### src/rtl/uart_debug_bridge.sv
// Host debug monitor: decodes UART command bytes and performs 16-bit bus reads/writes
// while holding bus ownership (csu), returning read data or a status byte to the host.
module uart_debug_bridge #(
  parameter int ACCESS_CYCLES = 4,
  parameter int TX_GAP        = 4340
) (
  input  logic        clk,
  input  logic        nreset,
  input  logic        dix,
  output logic        dox,
  input  logic [7:0]  id,
  output logic [7:0]  od,
  output logic        csu,
  output logic [15:0] addru,
  output logic        ru,
  output logic [1:0]  wru,
  input  logic [15:0] rdata,
  output logic [15:0] datau,
  input  logic [7:0]  status
);

  localparam int AW = $clog2(ACCESS_CYCLES + 1);
  localparam int GW = $clog2(TX_GAP + 1);

  localparam logic [7:0] OP_SETADDR = 8'h01;
  localparam logic [7:0] OP_WRWORD  = 8'h02;
  localparam logic [7:0] OP_WRBYTE  = 8'h03;
  localparam logic [7:0] OP_RDWORD  = 8'h04;
  localparam logic [7:0] OP_STATUS  = 8'h05;

  typedef enum logic [2:0] {
    S_IDLE, S_HI, S_LO, S_STAT, S_ACC, S_TX
  } state_t;

  state_t          state, state_n;
  logic [7:0]      opcode;
  logic [7:0]      hi_byte;
  logic [15:0]     addr_a;
  logic [AW-1:0]   acc_cnt;
  logic [GW-1:0]   gap_cnt;
  logic [7:0]      tx_lo;
  logic [1:0]      tx_left;
  logic            acc_last;

  assign acc_last = (acc_cnt == AW'(ACCESS_CYCLES - 1));

  always_ff @(posedge clk or negedge nreset) begin
    if (!nreset) state <= S_IDLE;
    else         state <= state_n;
  end

  always_comb begin
    state_n = state;
    csu     = 1'b0;
    ru      = 1'b0;
    wru     = 2'b00;
    dox     = 1'b0;
    unique case (state)
      S_IDLE: begin
        if (dix) begin
          case (id)
            OP_SETADDR, OP_WRWORD: state_n = S_HI;
            OP_WRBYTE:             state_n = S_LO;
            OP_RDWORD:             state_n = S_ACC;
            OP_STATUS:             state_n = S_STAT;
            default:               state_n = S_IDLE;
          endcase
        end
      end
      S_HI:   if (dix) state_n = S_LO;
      S_LO:   if (dix) state_n = (opcode == OP_SETADDR) ? S_IDLE : S_ACC;
      S_STAT: state_n = S_TX;
      S_ACC: begin
        csu = 1'b1;
        ru  = (opcode == OP_RDWORD);
        if (opcode == OP_WRWORD)      wru = 2'b11;
        else if (opcode == OP_WRBYTE) wru = addr_a[0] ? 2'b01 : 2'b10;
        if (acc_last) state_n = (opcode == OP_RDWORD) ? S_TX : S_IDLE;
      end
      S_TX: begin
        if (gap_cnt == '0) begin
          dox = 1'b1;
          if (tx_left == 2'd1) state_n = S_IDLE;
        end
      end
      default: state_n = S_IDLE;
    endcase
  end

  always_ff @(posedge clk or negedge nreset) begin
    if (!nreset) begin
      opcode  <= '0;
      hi_byte <= '0;
      addr_a  <= '0;
      acc_cnt <= '0;
      gap_cnt <= '0;
      tx_lo   <= '0;
      tx_left <= '0;
      addru   <= '0;
      datau   <= '0;
      od      <= '0;
    end else begin
      // gap counter spans command boundaries so back-to-back replies stay a frame apart
      if (dox)                gap_cnt <= GW'(TX_GAP - 1);
      else if (gap_cnt != '0) gap_cnt <= gap_cnt - 1'b1;

      case (state)
        S_IDLE: if (dix) opcode <= id;
        S_HI:   if (dix) hi_byte <= id;
        S_LO: begin
          if (dix) begin
            if (opcode == OP_SETADDR)     addr_a <= {hi_byte, id};
            else if (opcode == OP_WRWORD) datau  <= {hi_byte, id};
            else                          datau  <= {id, id};
          end
        end
        S_STAT: begin
          od      <= status;
          tx_left <= 2'd1;
        end
        S_ACC: begin
          acc_cnt <= acc_cnt + 1'b1;
          if (acc_last) begin
            addr_a <= addr_a + ((opcode == OP_WRBYTE) ? 16'd1 : 16'd2);
            if (opcode == OP_RDWORD) begin
              od      <= rdata[15:8];
              tx_lo   <= rdata[7:0];
              tx_left <= 2'd2;
            end
          end
        end
        S_TX: begin
          if (dox) begin
            od      <= tx_lo;
            tx_left <= tx_left - 1'b1;
          end
        end
        default: ;
      endcase

      if (state != S_ACC && state_n == S_ACC) begin
        addru   <= {addr_a[15:1], 1'b0};
        acc_cnt <= '0;
      end
    end
  end

endmodule

### config.mk
export PLATFORM = sky130hd
export DESIGN_NAME = uart_debug_bridge
export DESIGN_NICKNAME = d
export VERILOG_FILES = /design/src/rtl/uart_debug_bridge.sv
export SDC_FILE = /design/constraint.sdc
export NUM_CORES = 1
export LEC_CHECK = 0
export ABC_AREA = 1
export BUFFER_PORTS_ARGS = -buffer_cell sky130_fd_sc_hd__buf_2
export CAP_MARGIN = 20
export CORE_ASPECT_RATIO = 2
export CORE_UTILIZATION = 40
export CTS_CLUSTER_DIAMETER = 50
export DETAILED_ROUTE_END_ITERATION = 10
export SLEW_MARGIN = 15
export SYNTH_ARGS = -nofsm -noshare
export SYNTH_HDL_FRONTEND = slang
export SYNTH_SLANG_ARGS = --single-unit
### constraint.sdc
create_clock -name clk -period 4.5 [get_ports clk]
set_input_delay 0.45 -clock clk [delete_from_list [all_inputs] [get_ports clk]]
set_output_delay 0.45 -clock clk [all_outputs]
set_load 0.05 [all_outputs]
# [Word-level counts from Yosys, hierarchy flattened]
# Cells that the tools add are included.
[totals] regBits=100 input_bits=35 output_inout_bits=45 word_cells=90
[classes] addsub=4 eq_ne=23 n_mux=36 bitwise_logic=1 reduce_logical=15
[ops] operator="$mux 16" count=4
[ops] operator="$eq 8x2->1 const B" count=4
[ops] operator="$pmux 16 s2" count=1
[ops] operator="$mux 3" count=10
[ops] operator="$mux 13" count=2
[ops] operator="$eq 8x3->1 const B" count=3
[ops] operator="$mux 8" count=3
[ops] operator="$pmux 8 s3" count=1
[ops] operator="$pmux 3 s6" count=1
[ops] operator="$add 16x2->16" count=1
[ops] operator="$eq 8x1->1 const B" count=2
[ops] operator="$mux 2" count=8
[ops] operator="$logic_not 13->1" count=1
[ops] operator="$reduce_bool 13->1" count=1
[ops] operator="$sub 13x1->13 const B" count=1
[ops] operator="$pmux 3 s4" count=1
[ops] operator="$ne 2x2->1 const B" count=5
[ops] operator="$eq 3x2->1 const B" count=3
[ops] operator="$eq 3x3->1 const B" count=3
[ops] operator="$reduce_and 4->1" count=2
[ops] operator="$pmux 2 s3" count=1
[ops] operator="$reduce_and 3->1" count=2
[ops] operator="$reduce_bool 2->1" count=3
[ops] operator="$mux 1" count=4
[ops] operator="11 further kinds" count=12

# [Longest topological paths before layout]
[depth] word_depth=8 ltp_mapped=16 ltp_nobuf=16

# [Worst setup path after synthesis]
# No wires, ideal clock.
[synth_timing] path_kind="register to output" startpoint="register gap_cnt[0]" endpoint="output port dox" arrival_ns=2.428 required_time_ns=4.050 path_slack_ns=1.622 stages_incl_launch_ff=7 path_buffers=0 cell_sequence="dfrtp_1 -> inv_1 -> ha_1 -> nand2_1 -> nor2_1 -> nand2_2 -> nor4_1"
[synth_between] elab_chain_len=3
[synth_lines] element="start: declaration" line_no="40" rtl="logic [GW-1:0] gap_cnt;"
[synth_lines] element="start signal: assignment" line_no="104" rtl="if (dox) gap_cnt <= GW'(TX_GAP - 1);"
[synth_lines] element="start signal: assignment" line_no="105" rtl="else if (gap_cnt != '0) gap_cnt <= gap_cnt - 1'b1;"
[synth_lines] element="$logic_not 13->1" line_no="81" rtl="if (gap_cnt == '0) begin"
[synth_lines] element="$mux 1" line_no="81"
[synth_lines] element="$mux 1" line_no="58" rtl="unique case (state)"
[synth_lines] element="end: declaration" line_no="10" rtl="output logic dox,"
# No other way between the ends.

# [Final worst setup path]
[layout_timing] startpoint="register state[2]" endpoint="output port ru"
[layout_between] elab_chain_len=2
[layout_lines] element="start: declaration" line_no="35" rtl="state_t state, state_n;"
[layout_lines] element="start signal: assignment" line_no="49" rtl="else state <= state_n;"
[layout_lines] element="$eq 3x3->1" line_no="58"
[layout_lines] element="$mux 1" line_no="58"
[layout_lines] element="end: declaration" line_no="15" rtl="output logic ru,"
# No other way between the ends.

==> impl_metrics.xml <==
<?xml version="1.0" encoding="UTF-8"?>
<metrics>
  <group name="sta">
    <metric name="report.final.hold_viol_count" unit="">0</metric>
    <metric name="timing.slew.headroom" unit="">0.442</metric>
    <metric name="setup_viol_count_final" unit="">0</metric>
    <metric name="fmax" unit="GHz">0.319</metric>
    <metric name="rsz0062_at_grt" unit="">false</metric>
    <metric name="clock_skew" unit="ns">0.00826</metric>
    <metric name="period_minus_slack" unit="ns">3.13</metric>
    <metric name="report.final.slew_viol_count" unit="">0</metric>
    <metric name="worst_pin_slew" unit="ns">0.837</metric>
    <metric name="fin_setup_tns" unit="ns">0</metric>
    <metric name="portion_of_the_clock_cycle_consumed_by_the_worst_path_in_the_final_layout" unit="">0.696</metric>
    <metric name="fin_hold_ws" unit="ns">0.203</metric>
  </group>
  <group name="floorplanning">
    <metric name="rows" unit="">60</metric>
    <metric name="die_y" unit="µm">167</metric>
    <metric name="start_util" unit="">0.409</metric>
    <metric name="placeableCoreArea" unit="µm²">13400</metric>
    <metric name="floorplan.die_area" unit="µm²">14200</metric>
    <metric name="ioPinCount" unit="">80</metric>
    <metric name="die_width" unit="µm">84.7</metric>
  </group>
  <group name="setup_path">
    <metric name="r2r_slack" unit="ns">1.76</metric>
    <metric name="critical_path_top_delay_cell" unit="">sky130_fd_sc_hd__dfrtp_1</metric>
    <metric name="crit_arrival" unit="ns">2.68</metric>
    <metric name="worstRegToRegCells" unit="">15</metric>
    <metric name="critPathMaxStageDelay" unit="ns">0.61</metric>
    <metric name="startpoint_type_of_the_worst_setup_path" unit="">flip-flop</metric>
    <metric name="critPathCaptureType" unit="">output port</metric>
    <metric name="worst-path-max-fanout" unit="">40</metric>
    <metric name="critical_path.reg2reg.endpoint" unit="">addr_a[8]</metric>
    <metric name="critPathKind" unit="">reg2out</metric>
    <metric name="critPathRequiredTime" unit="ns">4.05</metric>
    <metric name="worstPathCellList" unit="">nand2_2 -&gt; nor2_4 -&gt; buf_4 -&gt; inv_2 -&gt; nor2_8 -&gt; buf_2</metric>
    <metric name="r2r-start" unit="">opcode[5]</metric>
  </group>
  <group name="synthesis">
    <metric name="synth.avg_cell_area" unit="µm²">7.59</metric>
    <metric name="yosys_warnings" unit="">0</metric>
    <metric name="yosys_register_bits" unit="">100</metric>
    <metric name="synth-seq-area-share" unit="">0.458</metric>
    <metric name="cell_count_after_synthesis" unit="">720</metric>
    <metric name="synth.lib_cells_used.distinct" unit="">37</metric>
    <metric name="synth.cell_area" unit="µm²">5470</metric>
    <metric name="synth.net_count" unit="">764</metric>
  </group>
  <group name="route">
    <metric name="first_pass_iters" unit="">7</metric>
    <metric name="wl_per_cell" unit="µm">14.9</metric>
    <metric name="viasPerCell" unit="">5.16</metric>
    <metric name="dr.first_iter.drc_count" unit="">262</metric>
    <metric name="drt-total-wl" unit="mm">14.1</metric>
    <metric name="antenna_left" unit="">0</metric>
    <metric name="residual_drc" unit="">0</metric>
    <metric name="vias" unit="">4874</metric>
  </group>
  <group name="pwr">
    <metric name="static-leakage-power" unit="nW">3.13</metric>
    <metric name="totalPowerFinal" unit="mW">1.78</metric>
    <metric name="power_density" unit="nW/µm²">287</metric>
    <metric name="worst_vdd_rail_ir_drop" unit="V">0.000205</metric>
  </group>
  <group name="grt">
    <metric name="first_global_vias" unit="">4840</metric>
    <metric name="grt.overflow.total" unit="">0</metric>
    <metric name="grt_antenna_before_repair" unit="">0</metric>
    <metric name="globalRouteTotalUtil" unit="">0.209</metric>
    <metric name="maximum_number_of_pins_on_one_net_before_global_route_repair" unit="">64</metric>
    <metric name="grt_pass1_wl" unit="mm">23.1</metric>
  </group>
  <group name="clock_network">
    <metric name="number_of_clock_sinks" unit="">100</metric>
    <metric name="cts_tree" unit="">yes</metric>
    <metric name="clock_path_buffers" unit="">2</metric>
    <metric name="number_of_buffers_created_by_cts" unit="">9</metric>
    <metric name="post-cts-setup-buffer-count" unit="">0</metric>
    <metric name="postCtsResizedCells" unit="">0</metric>
    <metric name="clk-insertion-delay-late" unit="ns">0.35</metric>
    <metric name="postCtsHoldBufs" unit="">0</metric>
    <metric name="clockRootBuffer" unit="">sky130_fd_sc_hd__clkbuf_16</metric>
    <metric name="clk_pin_slew_worst_paths" unit="ns">0.07</metric>
    <metric name="cts-htree-levels" unit="">3</metric>
  </group>
  <group name="final_layout">
    <metric name="multi_input_comb_area" unit="µm²">2500</metric>
    <metric name="final_cell_mix" unit="">sky130_fd_sc_hd__nand2_1, sky130_fd_sc_hd__dfrtp_1, sky130_fd_sc_hd__nand3_1, sky130_fd_sc_hd__buf_2, sky130_fd_sc_hd__inv_1</metric>
    <metric name="final-seq-area" unit="µm²">2500</metric>
    <metric name="layout.cells.most_common" unit="">sky130_fd_sc_hd__nand2_1</metric>
    <metric name="area_growth_syn_to_layout" unit="%">13.2</metric>
    <metric name="nets" unit="">829</metric>
    <metric name="fill_cells" unit="">1346</metric>
    <metric name="insertedDiodeCount" unit="">0</metric>
    <metric name="layout-drive-gt1-share" unit="">0.165</metric>
  </group>
  <group name="hold_path">
    <metric name="holdCritPathClass" unit="">in2async</metric>
  </group>
  <group name="place">
    <metric name="total_of_buffers_placed_on_input_and_output_ports" unit="">78</metric>
    <metric name="gp_congestion" unit="">0.854</metric>
    <metric name="dp_hpwl" unit="mm">10.5</metric>
  </group>
  <group name="status">
    <metric name="status" unit="">complete, no violations</metric>
  </group>
  <group name="flow_run">
    <metric name="maxcap_viol_count" unit="">0</metric>
  </group>
</metrics>
-- power breakdown --
| group | internal (mW) | leakage (nW) | switching [mW] |
|---|---|---|---|
| combinational | 0.0136 | 1.76 | 0.0393 |
| sequential | 0.898 | 1.22 | 0 |
| clock | 0.448 | 0.156 | 0.378 |
-- registers in the layout, summed over array words and instances, names as in the netlist, 3 cells and up --
name     flops
acc_cnt      3
addr_a      16
addru       15
datau       16
gap_cnt     13
hi_byte      8
od           8
opcode       8
state        3
tx_lo        8
-- kinds of logic (layout without fill, tap and decap cells) --
group / after synthesis / count (layout) / synth area share
xor+xnor: 4 / 4 / 0.00641
buf+inv: 96 / 166 / 0.0847
simple gates: 436 / 436 / 0.355
fa+ha+maj: 9 / 9 / 0.0220
other cells: 1 / 1 / 0.000686
flops: 100 / 100 / 0.458
compound gates: 74 / 74 / 0.0735
-- synth_stat cells --
cell	count	area [µm²]
sky130_fd_sc_hd__ha_1	8	100
sky130_fd_sc_hd__nor2_8	1	20.0
sky130_fd_sc_hd__inv_1	65	244
sky130_fd_sc_hd__o21ai_0	49	245
sky130_fd_sc_hd__xnor2_1	2	17.5
sky130_fd_sc_hd__buf_6	6	67.6
sky130_fd_sc_hd__inv_6	1	8.76
sky130_fd_sc_hd__nand2_1	252	946
sky130_fd_sc_hd__xor2_1	2	17.5
sky130_fd_sc_hd__nor3_1	2	10.0
sky130_fd_sc_hd__o31ai_1	1	7.51
sky130_fd_sc_hd__buf_2	8	40.0
sky130_fd_sc_hd__nand2_2	5	31.3
sky130_fd_sc_hd__nand3_2	3	30.0
sky130_fd_sc_hd__a31oi_1	3	18.8
sky130_fd_sc_hd__nor3_2	2	20.0
sky130_fd_sc_hd__nor4_1	2	12.5
sky130_fd_sc_hd__nor2_1	54	203
sky130_fd_sc_hd__nand3_1	81	405
sky130_fd_sc_hd__buf_4	6	45.0
sky130_fd_sc_hd__clkbuf_1	4	15.0
sky130_fd_sc_hd__inv_2	4	15.0
sky130_fd_sc_hd__or2_2	2	12.5
sky130_fd_sc_hd__nand4_1	21	131
sky130_fd_sc_hd__a21boi_0	1	7.51
sky130_fd_sc_hd__o21ai_1	1	5.00
sky130_fd_sc_hd__o21ai_2	6	52.6
sky130_fd_sc_hd__nand3_4	2	35.0
sky130_fd_sc_hd__fa_1	1	20.0
sky130_fd_sc_hd__nor2_4	1	11.3
sky130_fd_sc_hd__nor2_2	3	18.8
sky130_fd_sc_hd__nor3b_1	1	7.51
sky130_fd_sc_hd__a21oi_1	13	65.1
sky130_fd_sc_hd__dfrtp_1	100	2500
sky130_fd_sc_hd__conb_1	1	3.75
sky130_fd_sc_hd__nand2_4	4	45.0
sky130_fd_sc_hd__clkbuf_8	2	27.5
-- worst max path at each step --
| stage | start | end | slack, ns | cells after the start |
|---|---|---|---|---|
| floorplan | gap_cnt[0] | dox | 1.62 | 6 |
| CTS | state[2] | ru | 1.36 | 6 |
| detailed placement | state[2] | ru | 1.74 | 6 |
| global placement | state[2] | ru | 1.80 | 6 |
| global route | state[2] | ru | 1.21 | 6 |
| finish | state[2] | ru | 1.37 | 6 |
-- per-stage QoR --
stage	setup WS, ns	cell area, µm²	util	instances
5_1_grt	1.21	6190	0.463	945
4_1_cts	1.36	6190	0.463	945
2_1_floorplan	1.62	5470	-	720
3_5_place_dp	1.74	5870	0.439	929
6_report	1.37	6190	0.463	945
3_3_place_gp	1.80	5870	0.439	929
-- cell type report --
type                    count  area share
clock inverters             7      0.0146
multi-input cells         524       0.404
flip-flops and latches    100       0.404
well taps                 155      0.0313
clock buffers               9      0.0364
repair buffers             80      0.0659
inverters                  70      0.0433
-- worst max-delay path: cells and delay by family, from the launching register on --
kind / cells / cell delay [ns]
buffers and inverters: 3 / 1.07
flip-flops: 1 / 0.61
AND/OR/NAND/NOR: 3 / 0.64
-- metal layers --
layer,up-vias,GRT usage,routed length [µm]
li1,2438,-,-
met1,2297,0.216,5180
met2,101,0.393,7740
met3,38,0.0296,383
met4,0,0.122,748
met5,-,0,0
(Power assumes the default switching activity.)
